### src/rtl/heap_array_pkg.sv
// heap_array_pkg: shared types for the heap array manager.
//   op_t    - request operation codes (3 bits; codes 6 and 7 are undefined
//             and are answered with an error)
//   state_t - control FSM states
package heap_array_pkg;

    localparam int OP_W = 3;

    typedef enum logic [OP_W-1:0] {
        ALLOC  = 3'd0,
        FREE   = 3'd1,
        WRITE  = 3'd2,
        READ   = 3'd3,
        SIZE   = 3'd4,
        RESIZE = 3'd5
    } op_t;

    typedef enum logic [1:0] {
        IDLE,
        EXEC,
        CLEAR,
        RESP
    } state_t;

endpackage

### src/rtl/heap_array_manager_if.sv
// heap_array_manager_if: request/response handshake bundle between the
// instruction sequencer (master) and the heap array manager (slave).
//   req_*  : valid/ready request carrying op, array id, index/size and data
//   rsp_*  : valid/ready response carrying result data and error flag
// Parameters: DW data width, AW array-id width, IW index/size width.
interface heap_array_manager_if #(
    parameter int DW = 12,
    parameter int AW = 2,
    parameter int IW = 3
);
    logic          req_valid;
    logic          req_ready;
    logic [2:0]    req_op;
    logic [AW-1:0] req_array;
    logic [IW-1:0] req_index;
    logic [DW-1:0] req_data;
    logic          rsp_valid;
    logic          rsp_ready;
    logic [DW-1:0] rsp_data;
    logic          rsp_error;

    modport master (
        output req_valid, req_op, req_array, req_index, req_data, rsp_ready,
        input  req_ready, rsp_valid, rsp_data, rsp_error
    );

    modport slave (
        input  req_valid, req_op, req_array, req_index, req_data, rsp_ready,
        output req_ready, rsp_valid, rsp_data, rsp_error
    );
endinterface

### src/rtl/heap_free_stack.sv
// heap_free_stack: LIFO of freed array ids, DEPTH entries (DEPTH >= 2).
//   clock, reset : clock, asynchronous active-high reset (empties the stack)
//   push, push_id: store an id on top (caller never pushes when full)
//   pop          : discard the top entry (caller never pops when empty)
//   top_id       : current top entry, 0 when empty
//   count        : number of stored ids
// push and pop are never asserted together by the owner.
module heap_free_stack #(
    parameter int DEPTH = 4,
    parameter int IDW   = 2,
    localparam int CW   = $clog2(DEPTH + 1),
    localparam int PW   = $clog2(DEPTH)
) (
    input  logic           clock,
    input  logic           reset,
    input  logic           push,
    input  logic           pop,
    input  logic [IDW-1:0] push_id,
    output logic [IDW-1:0] top_id,
    output logic [CW-1:0]  count
);
    logic [IDW-1:0] mem [DEPTH];
    logic [CW-1:0]  top_slot;

    assign top_slot = count - CW'(1);
    assign top_id   = (count == '0) ? '0 : mem[top_slot[PW-1:0]];

    always_ff @(posedge clock or posedge reset) begin
        if (reset)     count <= '0;
        else if (push) count <= count + CW'(1);
        else if (pop)  count <= count - CW'(1);
    end

    // Entry storage needs no reset: only slots below count are ever read.
    always_ff @(posedge clock) begin
        if (push) mem[count[PW-1:0]] <= push_id;
    end
endmodule

### src/rtl/heap_array_manager.sv
// heap_array_manager: handshaked manager of NArrays fixed areas of NArea
// elements in a flat heap. One request in flight at a time.
//   clock, reset  : clock, asynchronous active-high reset
//   bus (slave)   : request op/array/index/data, response data/error
//   arrays_in_use : number of currently allocated arrays
// Optional build macro HEAP_CLEAR_ON_ALLOC_EN: a successful ALLOC zeroes
// the new area (one element per cycle) before responding. Without it the
// area keeps the previous owner's data.
module heap_array_manager
    import heap_array_pkg::*;
#(
    parameter int MemoryElementWidth = 12,
    parameter int NArea              = 4,
    parameter int NArrays            = 4,
    localparam int AW = $clog2(NArrays),
    localparam int IW = $clog2(NArea + 1)
) (
    input  logic                 clock,
    input  logic                 reset,
    heap_array_manager_if.slave  bus,
    output logic [AW:0]          arrays_in_use
);
    localparam int DW  = MemoryElementWidth;
    localparam int HD  = NArrays * NArea;
    localparam int HAW = $clog2(HD);
    localparam int CW  = $clog2(NArrays + 1);
    localparam logic [AW:0]   NARR_C  = (AW+1)'(NArrays);
    localparam logic [IW-1:0] NAREA_C = IW'(NArea);

    state_t        state;
    logic [2:0]    op_r;
    logic [AW-1:0] array_r;
    logic [IW-1:0] index_r;
    logic [DW-1:0] data_r;

    logic          req_ready_r;
    logic          rsp_valid_r;
    logic          rsp_error_r;
    logic [DW-1:0] rsp_data_r;

    logic [AW:0]        fresh;
    logic [NArrays-1:0] allocated;
    logic [IW-1:0]      size_q [NArrays];
    logic [DW-1:0]      heap   [HD];

`ifdef HEAP_CLEAR_ON_ALLOC_EN
    logic [IW-1:0] clr_idx;
`endif

    logic          stk_push, stk_pop;
    logic [AW-1:0] stk_top;
    logic [CW-1:0] stk_count;

    logic          ex_err;
    logic [DW-1:0] ex_data;
    logic [AW-1:0] new_id;
    logic          new_fresh;
    logic          live, in_range, in_exec;
    logic [IW-1:0] idx_sel;
    logic [HAW-1:0] addr;
    logic          heap_we;
    logic [DW-1:0] heap_wdata;

    assign bus.req_ready = req_ready_r;
    assign bus.rsp_valid = rsp_valid_r;
    assign bus.rsp_error = rsp_error_r;
    assign bus.rsp_data  = rsp_data_r;

    heap_free_stack #(.DEPTH(NArrays), .IDW(AW)) u_free_stack (
        .clock   (clock),
        .reset   (reset),
        .push    (stk_push),
        .pop     (stk_pop),
        .push_id (array_r),
        .top_id  (stk_top),
        .count   (stk_count)
    );

    // During CLEAR, array_r holds the freshly allocated id.
`ifdef HEAP_CLEAR_ON_ALLOC_EN
    assign idx_sel = (state == CLEAR) ? clr_idx : index_r;
`else
    assign idx_sel = index_r;
`endif
    assign addr = HAW'(array_r) * HAW'(NArea) + HAW'(idx_sel);

    // Decode of the registered request; only acted on in EXEC.
    always_comb begin
        in_exec   = (state == EXEC);
        live      = allocated[array_r];
        in_range  = (index_r < NAREA_C);
        ex_err    = 1'b0;
        ex_data   = '0;
        new_id    = stk_top;
        new_fresh = 1'b0;
        stk_push  = 1'b0;
        stk_pop   = 1'b0;
        case (op_r)
            ALLOC: begin
                // Recycled ids take priority over never-used ones.
                if (stk_count != '0) begin
                    stk_pop = in_exec;
                end else if (fresh < NARR_C) begin
                    new_id    = fresh[AW-1:0];
                    new_fresh = 1'b1;
                end else begin
                    ex_err = 1'b1;
                end
                if (!ex_err) ex_data = DW'(new_id);
            end
            FREE: begin
                ex_err   = !live;
                stk_push = live && in_exec;
            end
            WRITE: ex_err = !(live && in_range);
            READ: begin
                ex_err = !(live && in_range);
                if (!ex_err) ex_data = heap[addr];
            end
            SIZE: begin
                ex_err = !live;
                if (live) ex_data = DW'(size_q[array_r]);
            end
            RESIZE: ex_err = !live || (index_r > NAREA_C);
            default: ex_err = 1'b1;
        endcase
    end

    always_comb begin
        heap_we    = in_exec && (op_r == WRITE) && !ex_err;
        heap_wdata = data_r;
`ifdef HEAP_CLEAR_ON_ALLOC_EN
        if (state == CLEAR) begin
            heap_we    = 1'b1;
            heap_wdata = '0;
        end
`endif
    end

    // Heap contents are not reset.
    always_ff @(posedge clock) begin
        if (heap_we) heap[addr] <= heap_wdata;
    end

    always_ff @(posedge clock or posedge reset) begin
        if (reset) begin
            state         <= IDLE;
            req_ready_r   <= 1'b1;
            rsp_valid_r   <= 1'b0;
            rsp_error_r   <= 1'b0;
            rsp_data_r    <= '0;
            arrays_in_use <= '0;
            fresh         <= '0;
            allocated     <= '0;
            op_r          <= '0;
            array_r       <= '0;
            index_r       <= '0;
            data_r        <= '0;
            for (int i = 0; i < NArrays; i++) size_q[i] <= '0;
`ifdef HEAP_CLEAR_ON_ALLOC_EN
            clr_idx       <= '0;
`endif
        end else begin
            case (state)
                IDLE: begin
                    if (bus.req_valid) begin
                        op_r        <= bus.req_op;
                        array_r     <= bus.req_array;
                        index_r     <= bus.req_index;
                        data_r      <= bus.req_data;
                        req_ready_r <= 1'b0;
                        state       <= EXEC;
                    end
                end
                EXEC: begin
                    rsp_error_r <= ex_err;
                    rsp_data_r  <= ex_data;
                    rsp_valid_r <= 1'b1;
                    state       <= RESP;
                    if (!ex_err) begin
                        case (op_r)
                            ALLOC: begin
                                size_q[new_id]    <= '0;
                                allocated[new_id] <= 1'b1;
                                arrays_in_use     <= arrays_in_use + (AW+1)'(1);
                                if (new_fresh) fresh <= fresh + (AW+1)'(1);
`ifdef HEAP_CLEAR_ON_ALLOC_EN
                                array_r     <= new_id;
                                clr_idx     <= '0;
                                rsp_valid_r <= 1'b0;
                                state       <= CLEAR;
`endif
                            end
                            FREE: begin
                                allocated[array_r] <= 1'b0;
                                arrays_in_use      <= arrays_in_use - (AW+1)'(1);
                            end
                            WRITE: begin
                                // Writing past the current length extends it.
                                if (size_q[array_r] <= index_r)
                                    size_q[array_r] <= index_r + IW'(1);
                            end
                            RESIZE: size_q[array_r] <= index_r;
                            default: ;
                        endcase
                    end
                end
`ifdef HEAP_CLEAR_ON_ALLOC_EN
                CLEAR: begin
                    clr_idx <= clr_idx + IW'(1);
                    if (clr_idx == NAREA_C - IW'(1)) begin
                        rsp_valid_r <= 1'b1;
                        state       <= RESP;
                    end
                end
`endif
                RESP: begin
                    if (bus.rsp_ready) begin
                        rsp_valid_r <= 1'b0;
                        req_ready_r <= 1'b1;
                        state       <= IDLE;
                    end
                end
                default: state <= IDLE;
            endcase
        end
    end
endmodule

### src/flat_wrapper.sv
// flat-port wrapper written by rule: the top's interface ports become plain ports
module heap_array_manager_flat import heap_array_pkg::*;
#(
    parameter int MemoryElementWidth = 12,
    parameter int NArea              = 4,
    parameter int NArrays            = 4,
    localparam int AW = $clog2(NArrays),
    localparam int IW = $clog2(NArea + 1)
)
  (clock, reset, arrays_in_use, bus_req_valid, bus_req_op, bus_req_array, bus_req_index, bus_req_data, bus_rsp_ready, bus_req_ready, bus_rsp_valid, bus_rsp_data, bus_rsp_error);
  heap_array_manager_if #(.DW((12)), .AW(2), .IW(3)) bus_i ();
  input  logic clock;
  input  logic reset;
  output logic [AW:0] arrays_in_use;
  input wire logic [$bits(bus_i.req_valid)-1:0] bus_req_valid;
  input wire logic [$bits(bus_i.req_op)-1:0] bus_req_op;
  input wire logic [$bits(bus_i.req_array)-1:0] bus_req_array;
  input wire logic [$bits(bus_i.req_index)-1:0] bus_req_index;
  input wire logic [$bits(bus_i.req_data)-1:0] bus_req_data;
  input wire logic [$bits(bus_i.rsp_ready)-1:0] bus_rsp_ready;
  output wire logic [$bits(bus_i.req_ready)-1:0] bus_req_ready;
  output wire logic [$bits(bus_i.rsp_valid)-1:0] bus_rsp_valid;
  output wire logic [$bits(bus_i.rsp_data)-1:0] bus_rsp_data;
  output wire logic [$bits(bus_i.rsp_error)-1:0] bus_rsp_error;
  assign bus_i.req_valid = bus_req_valid;
  assign bus_i.req_op = bus_req_op;
  assign bus_i.req_array = bus_req_array;
  assign bus_i.req_index = bus_req_index;
  assign bus_i.req_data = bus_req_data;
  assign bus_i.rsp_ready = bus_rsp_ready;
  assign bus_req_ready = bus_i.req_ready;
  assign bus_rsp_valid = bus_i.rsp_valid;
  assign bus_rsp_data = bus_i.rsp_data;
  assign bus_rsp_error = bus_i.rsp_error;
  heap_array_manager #(.MemoryElementWidth(MemoryElementWidth), .NArea(NArea), .NArrays(NArrays)) u_core (.clock(clock), .reset(reset), .bus(bus_i), .arrays_in_use(arrays_in_use));
endmodule
### config.mk
export PLATFORM = sky130hd
export DESIGN_NAME = heap_array_manager_flat
export DESIGN_NICKNAME = d
export VERILOG_FILES = /design/src/rtl/heap_array_pkg.sv /design/src/rtl/heap_array_manager_if.sv /design/src/rtl/heap_free_stack.sv /design/src/rtl/heap_array_manager.sv /design/src/flat_wrapper.sv
export SDC_FILE = /design/constraint.sdc
export NUM_CORES = 1
export LEC_CHECK = 0
export CAP_MARGIN = 20
export CORE_ASPECT_RATIO = 1.75
export CORE_MARGIN = 4
export CORE_UTILIZATION = 35
export CTS_CLUSTER_SIZE = 12
export DETAILED_ROUTE_END_ITERATION = 16
export PLACE_DENSITY = 0.62
export SETUP_SLACK_MARGIN = 0.05
export SYNTH_ARGS = -nofsm -noshare
export SYNTH_HDL_FRONTEND = slang
export SYNTH_SLANG_ARGS = --single-unit
### constraint.sdc
create_clock -name clock -period 7.2 [get_ports clock]
set_input_delay 1.44 -clock clock [delete_from_list [all_inputs] [get_ports clock]]
set_output_delay 1.44 -clock clock [all_outputs]
set_load 0.05 [all_outputs]
==> key figures, run 1 <==
Outcome
  – Status: finished, final reports clean

Worst setup path
  – Category of the most critical setup path: reg -> reg
  – Critical Path End Type: flop
  – Origin of the critical flop-to-flop path: u_core.idx_sel[0]$_DFFE_PP0P_
  – Worst-path cell chain: buf_16, inv_1, ha_1, nand3b_1, a21boi_0, a2111o_1, nor3_2
  – Category of the worst setup path launch point: flop
  – Category of cells accounting for the largest share of critical-path delay: simple AND/OR/NAND/NOR gates
  – CP max FO: 36
  – Critical Path Start: u_core.idx_sel[0]$_DFFE_PP0P_
  – Critical Path Max Stage Delay: 970 ps
  – Data arrival, critical path: between 3000 and 4000 ps
  – Data required time at the worst endpoint: 7350 ps
  – Highest-delay cell along the critical path: sky130_fd_sc_hd__nor3_2
  – Critical path buffers and inverters: 2

Clock tree
  – TritonCTS clock tree: done
  – Number of buffers inserted during clock tree synthesis: 26
  – Setup Fix Bufs, Post-CTS: 0
  – Number of buffers inserted for hold repair after clock tree synthesis: 0
  – Worst-Skew Late Latency: ~530 ps
  – CTS Root Cell: sky130_fd_sc_hd__clkbuf_16
  – Clock slew seen by the registers of the worst setup and hold paths: 60 ps
  – Maximum level of the CTS H-tree: 1
  – CTS sink count: roughly 260
  – Bufs on Longest Clock Path: 3
  – Number of gates resized after CTS: 0

Routing
  – Routed len/inst: ~25 um
  – DR pass1 iterations: 4
  – Remaining design rule violation count: 0
  – Number of DRC violations after detailed-routing iteration 0: 464
  – Number of nets with antenna violations after detailed routing: 0
  – Count of vias placed by the detailed router: slightly below 6000
  – Wire length reported by the detailed router: 26.8 mm
  – Via count normalized by instance count: roughly 5.4

Synthesis
  – Most used standard cell by instance count after synthesis: sky130_fd_sc_hd__edfxtp_1
  – Commonest register cell after synthesis: sky130_fd_sc_hd__edfxtp_1
  – Per-instance average area after synthesis: 17.3 um2
  – Commonest cells in the netlist: sky130_fd_sc_hd__edfxtp_1, sky130_fd_sc_hd__mux4_2, sky130_fd_sc_hd__dfrtp_1
  – Post-synth EDFFs: 200
  – Async set-reset flop share out of synthesis: 0.237
  – Flop and latch count out of synthesis: 262
  – Area of the mapped netlist: around 0.011 mm2
  – Area share of the largest cell type after synthesis: 0.546
  – Cell taking the most area after synthesis: sky130_fd_sc_hd__edfxtp_1
  – Post-Synthesis Net Count: between 600 and 700
  – Netlist cell types: 58
  – Number of instances in the synthesized netlist: 635
  – Yosys warnings: 0
  – Proportion of synthesized chip area in sequential cells: 0.687
  – Cells taking the most area after synthesis: sky130_fd_sc_hd__edfxtp_1, sky130_fd_sc_hd__dfrtp_1, sky130_fd_sc_hd__mux4_2

STA
  – Final setup violation count: 0
  – Portion of the clock cycle consumed by the worst path in the final layout: 0.524
  – Setup repair after global routing missed its margin: no
  – Worst Clk Skew: 13.1 ps
  – Post-route minimum period: 3780 ps
  – Total count of hold-check failures in the final report: 0
  – Achievable Freq: 0.265 GHz
  – Number of max-slew violations in the final report: 0
  – Post-Route Setup TNS: 0 ps
  – Transition time at the pin with the least slew margin: 1120 ps
  – Slew Limit Headroom: 0.245

Power and ir drop
  – Pwr/cell area: 434 mW/mm2
  – Reported leakage power: 4.27 nW
  – Maximum ir drop on the vdd rail: 0.264 mV

Floorplanning
  – Vertical die dimension: 243 um
  – Starting density of the core: 0.356
  – Die X-Extent: about 140 um
  – Placeable core region: 0.0309 mm2
  – Number of top-level pins: 42
  – Area enclosed by the die boundary: about 0.034 mm2
  – Row Count: between 80 and 90

Place
  – Placer's final routability congestion estimate: 0.853
  – Post-DP HPWL: 18.6 mm
  – Port bufs: 41

Global route
  – Total GRT Usage: 0.156
  – Antenna violations before repair: 0
  – Global-route wire length before repair: 40.1 mm
  – Pin count of the biggest net entering global routing: 53
  – Via count of the first global-routing pass: 6175
  – GRT overflow: 0

Layout
  – Antenna cell count: 0
  – Final net count: 718
  – Synthesis-to-layout area growth: 15.5%
  – Proportion of layout cells with a drive suffix above 1: 0.216
  – Number of inserted filler cells in the final layout: approximately 2700
  – Final Util: 0.411

Hold path
  – Kind of path behind the tightest hold check: reg -> reg
  – Launch point of the worst hold path: u_core.arrays_in_use[2]$_DFFE_PP0P_

Run
  – Number of maximum-capacitance constraint violations: 0
-- area by class of cell --
| class | count | area (um2) | area share |
|---|---|---|---|
| clock inverters | 3 | 17.5 | 0.00138 |
| repair buffers | 51 | 505 | 0.0398 |
| clock buffers | 45 | 743 | 0.0585 |
| well taps | 391 | 489 | 0.0385 |
| multi-input cells | 324 | 3340 | 0.263 |
| flip-flops and latches | 262 | 7560 | 0.595 |
| inverters | 14 | 52.6 | 0.00413 |
-- cells by family (layout without fill, tap and decap cells) --
family	after synthesis	in the layout	synth area share
flops	262	262	0.687
buf+inv	49	113	0.0191
simple gates	145	145	0.0682
mux	89	89	0.157
fa+ha+maj	15	15	0.0177
xor+xnor	8	8	0.00637
compound gates	67	67	0.0448
-- worst reg2reg max path, delay by kind of cell, from the launching register on --
| family | cells | cell delay (ps) |
|---|---|---|
| AOI/OAI and AO/OA | 2 | 1060 |
| adders and majority gates | 1 | 180 |
| buffers and inverters | 2 | 430 |
| DFF | 1 | 630 |
| and+or+nand+nor | 2 | 1080 |
-- per-layer routing --
layer / vias up / GRT usage / share of wire
met2: 191 / 0.295 / 0.57
met4: 0 / 0.0644 / 0.042
li1: 2599 / - / -
met3: 53 / 0.0205 / 0.049
met5: - / 0 / 0
met1: 3060 / 0.173 / 0.34
-- power by group --
group,total (mW),leakage [nW],switching [mW],internal (mW)
Clock,1.24,0.364,0.544,0.698
Sequential,2.37,2.55,0.400,1.97
Combinational,1.91,1.35,1.09,0.821
-- final timing paths --
kind                                                  endpoint  slack (ps)  cells after the start
min in group asynchronous   u_core.bus.rsp_data[5]$_DFFE_PP0N_        1220                      2
max in group asynchronous        u_core.idx_sel[0]$_DFFE_PP0P_        4940                      3
min reg2reg                u_core.arrays_in_use[2]$_DFFE_PP0P_         460                      1
min                        u_core.arrays_in_use[2]$_DFFE_PP0P_         460                      1
max reg2reg                       u_core.heap[11][0]$_DFFE_PP_        3420                      7
max                               u_core.heap[11][0]$_DFFE_PP_        3420                      7
-- cell usage in the layout (no fill, tap or decap), drive strengths merged, types with 6 or more instances in the layout --
cell / instances
a31oi: 6
inv: 15
nand2b: 8
nand2: 45
o2bb2ai: 6
nor2b: 6
mux2: 18
clkbuf: 46
nor4: 7
nand3: 15
dfrtp: 61
nor2: 20
a21oi: 14
ha: 14
buf: 9
edfxtp: 200
o21ai: 13
nor3: 14
mux4: 64
and3: 10
clkdlybuf4s50: 41
mux2i: 7
-- state kept, by name (all words and copies together), names as in the netlist, 4 cells and up --
name                     flops
u_core.allocated             4
u_core.u_free_stack.mem      8
u_core.heap                192
u_core.size_q               12
u_core.data_r               12
u_core.bus.rsp_data         12
-- metrics by stage --
step | std cells | hold WS [ps] | setup slack [ps] | total power, mW | area [um2]
global placement | 1039 | 454 | 3190 | 4.28 | 11900
CTS | 1088 | 472 | 3160 | 5.55 | 12700
finish | 1090 | 465 | 3420 | 5.52 | 12700
detailed placement | 1040 | 459 | 3190 | 4.30 | 11900
floorplan | 635 | 451 | 3530 | 3.60 | 11000
global route | 1090 | 501 | 3120 | 5.79 | 12700
Power figures use the tool's default switching activity.
==> inputs of run 2 (changes only) <==
--- a/config.mk
+++ b/config.mk
@@ -11,7 +11,7 @@
 export CORE_UTILIZATION = 35
 export CTS_CLUSTER_SIZE = 12
 export DETAILED_ROUTE_END_ITERATION = 16
-export PLACE_DENSITY = 0.62
+export PLACE_DENSITY = 0.63
 export SETUP_SLACK_MARGIN = 0.05
 export SYNTH_ARGS = -nofsm -noshare
 export SYNTH_HDL_FRONTEND = slang
==> constraint.sdc (replaced) <==
create_clock -name clock -period 3.3 [get_ports clock]
set_input_delay 0.66 -clock clock [delete_from_list [all_inputs] [get_ports clock]]
set_output_delay 0.66 -clock clock [all_outputs]
set_load 0.05 [all_outputs]
==> run 2 against run 1 <==
Against the previous run: via count increased by 0.93%; die area is the same; clock skew grew 1.5 ps; utilization is 0.96 points higher; non-clock buffer count grew 35; wire length shrank 6.1%; sequential power grew 110%; sequential share of layout area shrank 1.4 points; clock power rose by 130%; setup slack worse by 3000 ps; cell count is 3.2% higher.
==> key figures, run 2 (synthesized netlist as in run 1, its figures left out) <==
Layout
  – Proportion of layout cells with a drive suffix above 1: 0.256 (+0.0401)
  – Synthesis-to-layout area growth: 18.2%
  – Antenna cell count: 0 (unchanged)
  – Commonest non-fill, non-tap cells in the layout: sky130_fd_sc_hd__edfxtp_1, sky130_fd_sc_hd__mux4_2, sky130_fd_sc_hd__dfrtp_1
  – Final Util: 0.420 (+0.00958)
  – Register name with the most flops: u_core.heap
  – Commonest non-fill, non-tap cell in the layout: sky130_fd_sc_hd__edfxtp_1
  – Post-route standard cell area excluding fillers: 0.0130 mm2 (+2.3%)
  – Max reg flops: 192 (unchanged)
  – Final net count: 753 (+4.9%)

Clock tree
  – Number of gates resized after CTS: 0 (unchanged)
  – Setup Fix Bufs, Post-CTS: 0 (unchanged)
  – CTS Root Cell: sky130_fd_sc_hd__clkbuf_16
  – TritonCTS clock tree: done
  – Number of buffers inserted for hold repair after clock tree synthesis: 0 (unchanged)
  – Clock slew seen by the registers of the worst setup and hold paths: 70 ps (about the same)
  – Number of buffers inserted during clock tree synthesis: 26 (unchanged)
  – CTS sink count: 262 (unchanged)
  – Worst-Skew Late Latency: 530 ps (about the same)
  – Bufs on Longest Clock Path: 3 (unchanged)
  – Maximum level of the CTS H-tree: 1 (unchanged)

STA
  – Number of max-slew violations in the final report: 0 (unchanged)
  – Post-Route Setup TNS: 0 ps (unchanged)
  – Final setup violation count: 0 (unchanged)
  – Transition time at the pin with the least slew margin: 919 ps (-202 ps)
  – Total count of hold-check failures in the final report: 0 (unchanged)
  – Setup slack after layout: 410 ps (-3020 ps)
  – Setup repair after global routing missed its margin: no
  – Post-route minimum period: 2890 ps (-885 ps)
  – Worst Clk Skew: 14.6 ps (+1.46 ps)
  – Achievable Freq: 0.346 GHz (+31%)
  – Slew Limit Headroom: 0.386 (+0.141)
  – Portion of the clock cycle consumed by the worst path in the final layout: 0.876 (+0.352)

Floorplanning
  – Area enclosed by the die boundary: 0.0345 mm2 (unchanged)
  – Die X-Extent: 142 um (unchanged)
  – Starting density of the core: 0.356 (unchanged)
  – Number of top-level pins: 42 (unchanged)
  – Placeable core region: 0.0309 mm2 (unchanged)
  – Row Count: 85 (unchanged)
  – Vertical die dimension: 243 um (unchanged)

Power and ir drop
  – Pwr/cell area: 928 mW/mm2 (+110%)
  – Switching power summed over all nets: 4.24 mW (+110%)
  – Maximum ir drop on the vdd rail: 0.529 mV (+100%)
  – Comb power frac: 0.354 (+0.007)
  – Clock power frac: 0.233 (+0.008)
  – Reported leakage power: 4.47 nW (+4.7%)
  – Sequential power share: 0.413 (-0.016)
  – Internal power: 7.83 mW (+120%)
  – Switching part of the total: 0.351 (-0.0177)

Routing
  – Number of nets with antenna violations after detailed routing: 0 (unchanged)
  – Routed len/inst: 22.4 um (-9.0%)
  – Remaining design rule violation count: 0 (unchanged)
  – Number of DRC violations after detailed-routing iteration 0: 314 (-32%)
  – Via count normalized by instance count: 5.30 (-2.2%)
  – Wire length reported by the detailed router: 25.2 mm (-6.1%)
  – Count of vias placed by the detailed router: 5958 (+0.93%)
  – DR pass1 iterations: 4 (unchanged)

Place
  – Post-placement cell area: 0.0122 mm2 (+2.4%)
  – Port bufs: 41 (unchanged)
  – Post-place setup slack: 441 ps (-2750 ps)
  – Post-DP HPWL: 17.6 mm (-5.1%)
  – Placer's final routability congestion estimate: 0.867 (+1.6%)

Global route
  – Antenna violations before repair: 0 (unchanged)
  – Via count of the first global-routing pass: 6494 (+5.2%)
  – GRT overflow: 0 (unchanged)
  – Pin count of the biggest net entering global routing: 52 (-1.9%)
  – Global-route wire length before repair: 39.5 mm (-1.3%)
  – Total GRT Usage: 0.149 (-0.00703)

Run
  – Number of maximum-capacitance constraint violations: 0 (unchanged)

Worst setup path
  – Category of the most critical setup path: reg -> reg
  – Category of the worst setup path launch point: flop
  – CP max FO: 17 (-53%)
  – Critical Path End Type: flop
  – Reg-to-reg setup timing slack: 410 ps (-3020 ps)
  – Data arrival, critical path: 3300 ps (-620 ps)
  – Worst reg2reg path depth: 8 (+1)
  – Data required time at the worst endpoint: 3710 ps (-3640 ps)

Outcome
  – Status: finished, final reports clean

Hold path
  – Kind of path behind the tightest hold check: reg -> reg
  – Hold Path Depth: 1 (unchanged)
run 2: cell types whose count changed in the layout (fill, tap and decap cells not counted), sizes merged:
cell / change
clkinv: -1
buf: +36
bufinv: +1
inv: -1
run 2: power groups by stage:
stage / clock network (mW) / logic, mW / registers [mW]
global route: 3.03 / 4.64 / 5.09
CTS: 2.88 / 4.33 / 5.00
detailed placement: 0 / 4.31 / 5.06
floorplan: 0 / 2.95 / 4.95
global placement: 0 / 4.28 / 5.03
finish: 2.81 / 4.27 / 4.99
run 2: worst paths after layout:
check / to / start
max: u_core.size_q[6]$_DFFE_PP0P_ / u_core.array_r[0]$_DFFE_PP0P_
max reg2reg: u_core.size_q[6]$_DFFE_PP0P_ / u_core.array_r[0]$_DFFE_PP0P_
min: u_core.arrays_in_use[2]$_DFFE_PP0P_ / u_core.arrays_in_use[2]$_DFFE_PP0P_
max in group asynchronous: u_core.bus.req_ready$_DFFE_PP1P_ / reset
min reg2reg: u_core.arrays_in_use[2]$_DFFE_PP0P_ / u_core.arrays_in_use[2]$_DFFE_PP0P_
min in group asynchronous: u_core.idx_sel[1]$_DFFE_PP0P_ / reset
run 2: area by class of cell:
class                           count  area, um2
Clock buffer                       46        767
Clock inverter                      2       35.0
Fill cell                        2760      17900
Inverter                           14       52.6
Multi-Input combinational cell    324       3340
Sequential cell                   262       7560
Tap cell                          391        489
Timing Repair Buffer               86        761
run 2: metal layers:
| layer | up-vias | global-route usage | routed length [um] |
|---|---|---|---|
| met4 | 0 | 0.0472 | 670 |
| met3 | 37 | 0.0174 | 792 |
| met5 | - | 0 | 0 |
| li1 | 2664 | - | - |
| met1 | 3123 | 0.174 | 9440 |
| met2 | 134 | 0.281 | 14300 |
run 2: critical path: stages (launching register included):
cell	delay, ps
sky130_fd_sc_hd__dfrtp_1	710
sky130_fd_sc_hd__mux4_2	600
sky130_fd_sc_hd__ha_1	340
sky130_fd_sc_hd__a21oi_1	160
sky130_fd_sc_hd__o211ai_1	120
sky130_fd_sc_hd__nand4_1	200
sky130_fd_sc_hd__buf_4	200
sky130_fd_sc_hd__nand3_1	80
sky130_fd_sc_hd__a221o_1	360
run 2: per-stage QoR:
| step | hold slack (ps) | power [mW] | cells |
|---|---|---|---|
| after floorplan | 451 | 7.90 | 635 |
| after CTS | 473 | 12.2 | 1125 |
| final | 465 | 12.1 | 1125 |
| after global placement | 461 | 9.31 | 1077 |
| after detailed placement | 463 | 9.38 | 1077 |
| after global routing | 518 | 12.8 | 1125 |
==> inputs of run 3 (changes only) <==
--- a/config.mk
+++ b/config.mk
@@ -5,7 +5,7 @@
 export SDC_FILE = /design/constraint.sdc
 export NUM_CORES = 1
 export LEC_CHECK = 0
-export CAP_MARGIN = 20
+export CAP_MARGIN = 25
 export CORE_ASPECT_RATIO = 1.75
 export CORE_MARGIN = 4
 export CORE_UTILIZATION = 35
==> results of run 3 <==
Same layout as run 2: the final DEF is identical, and so are final timing and power.
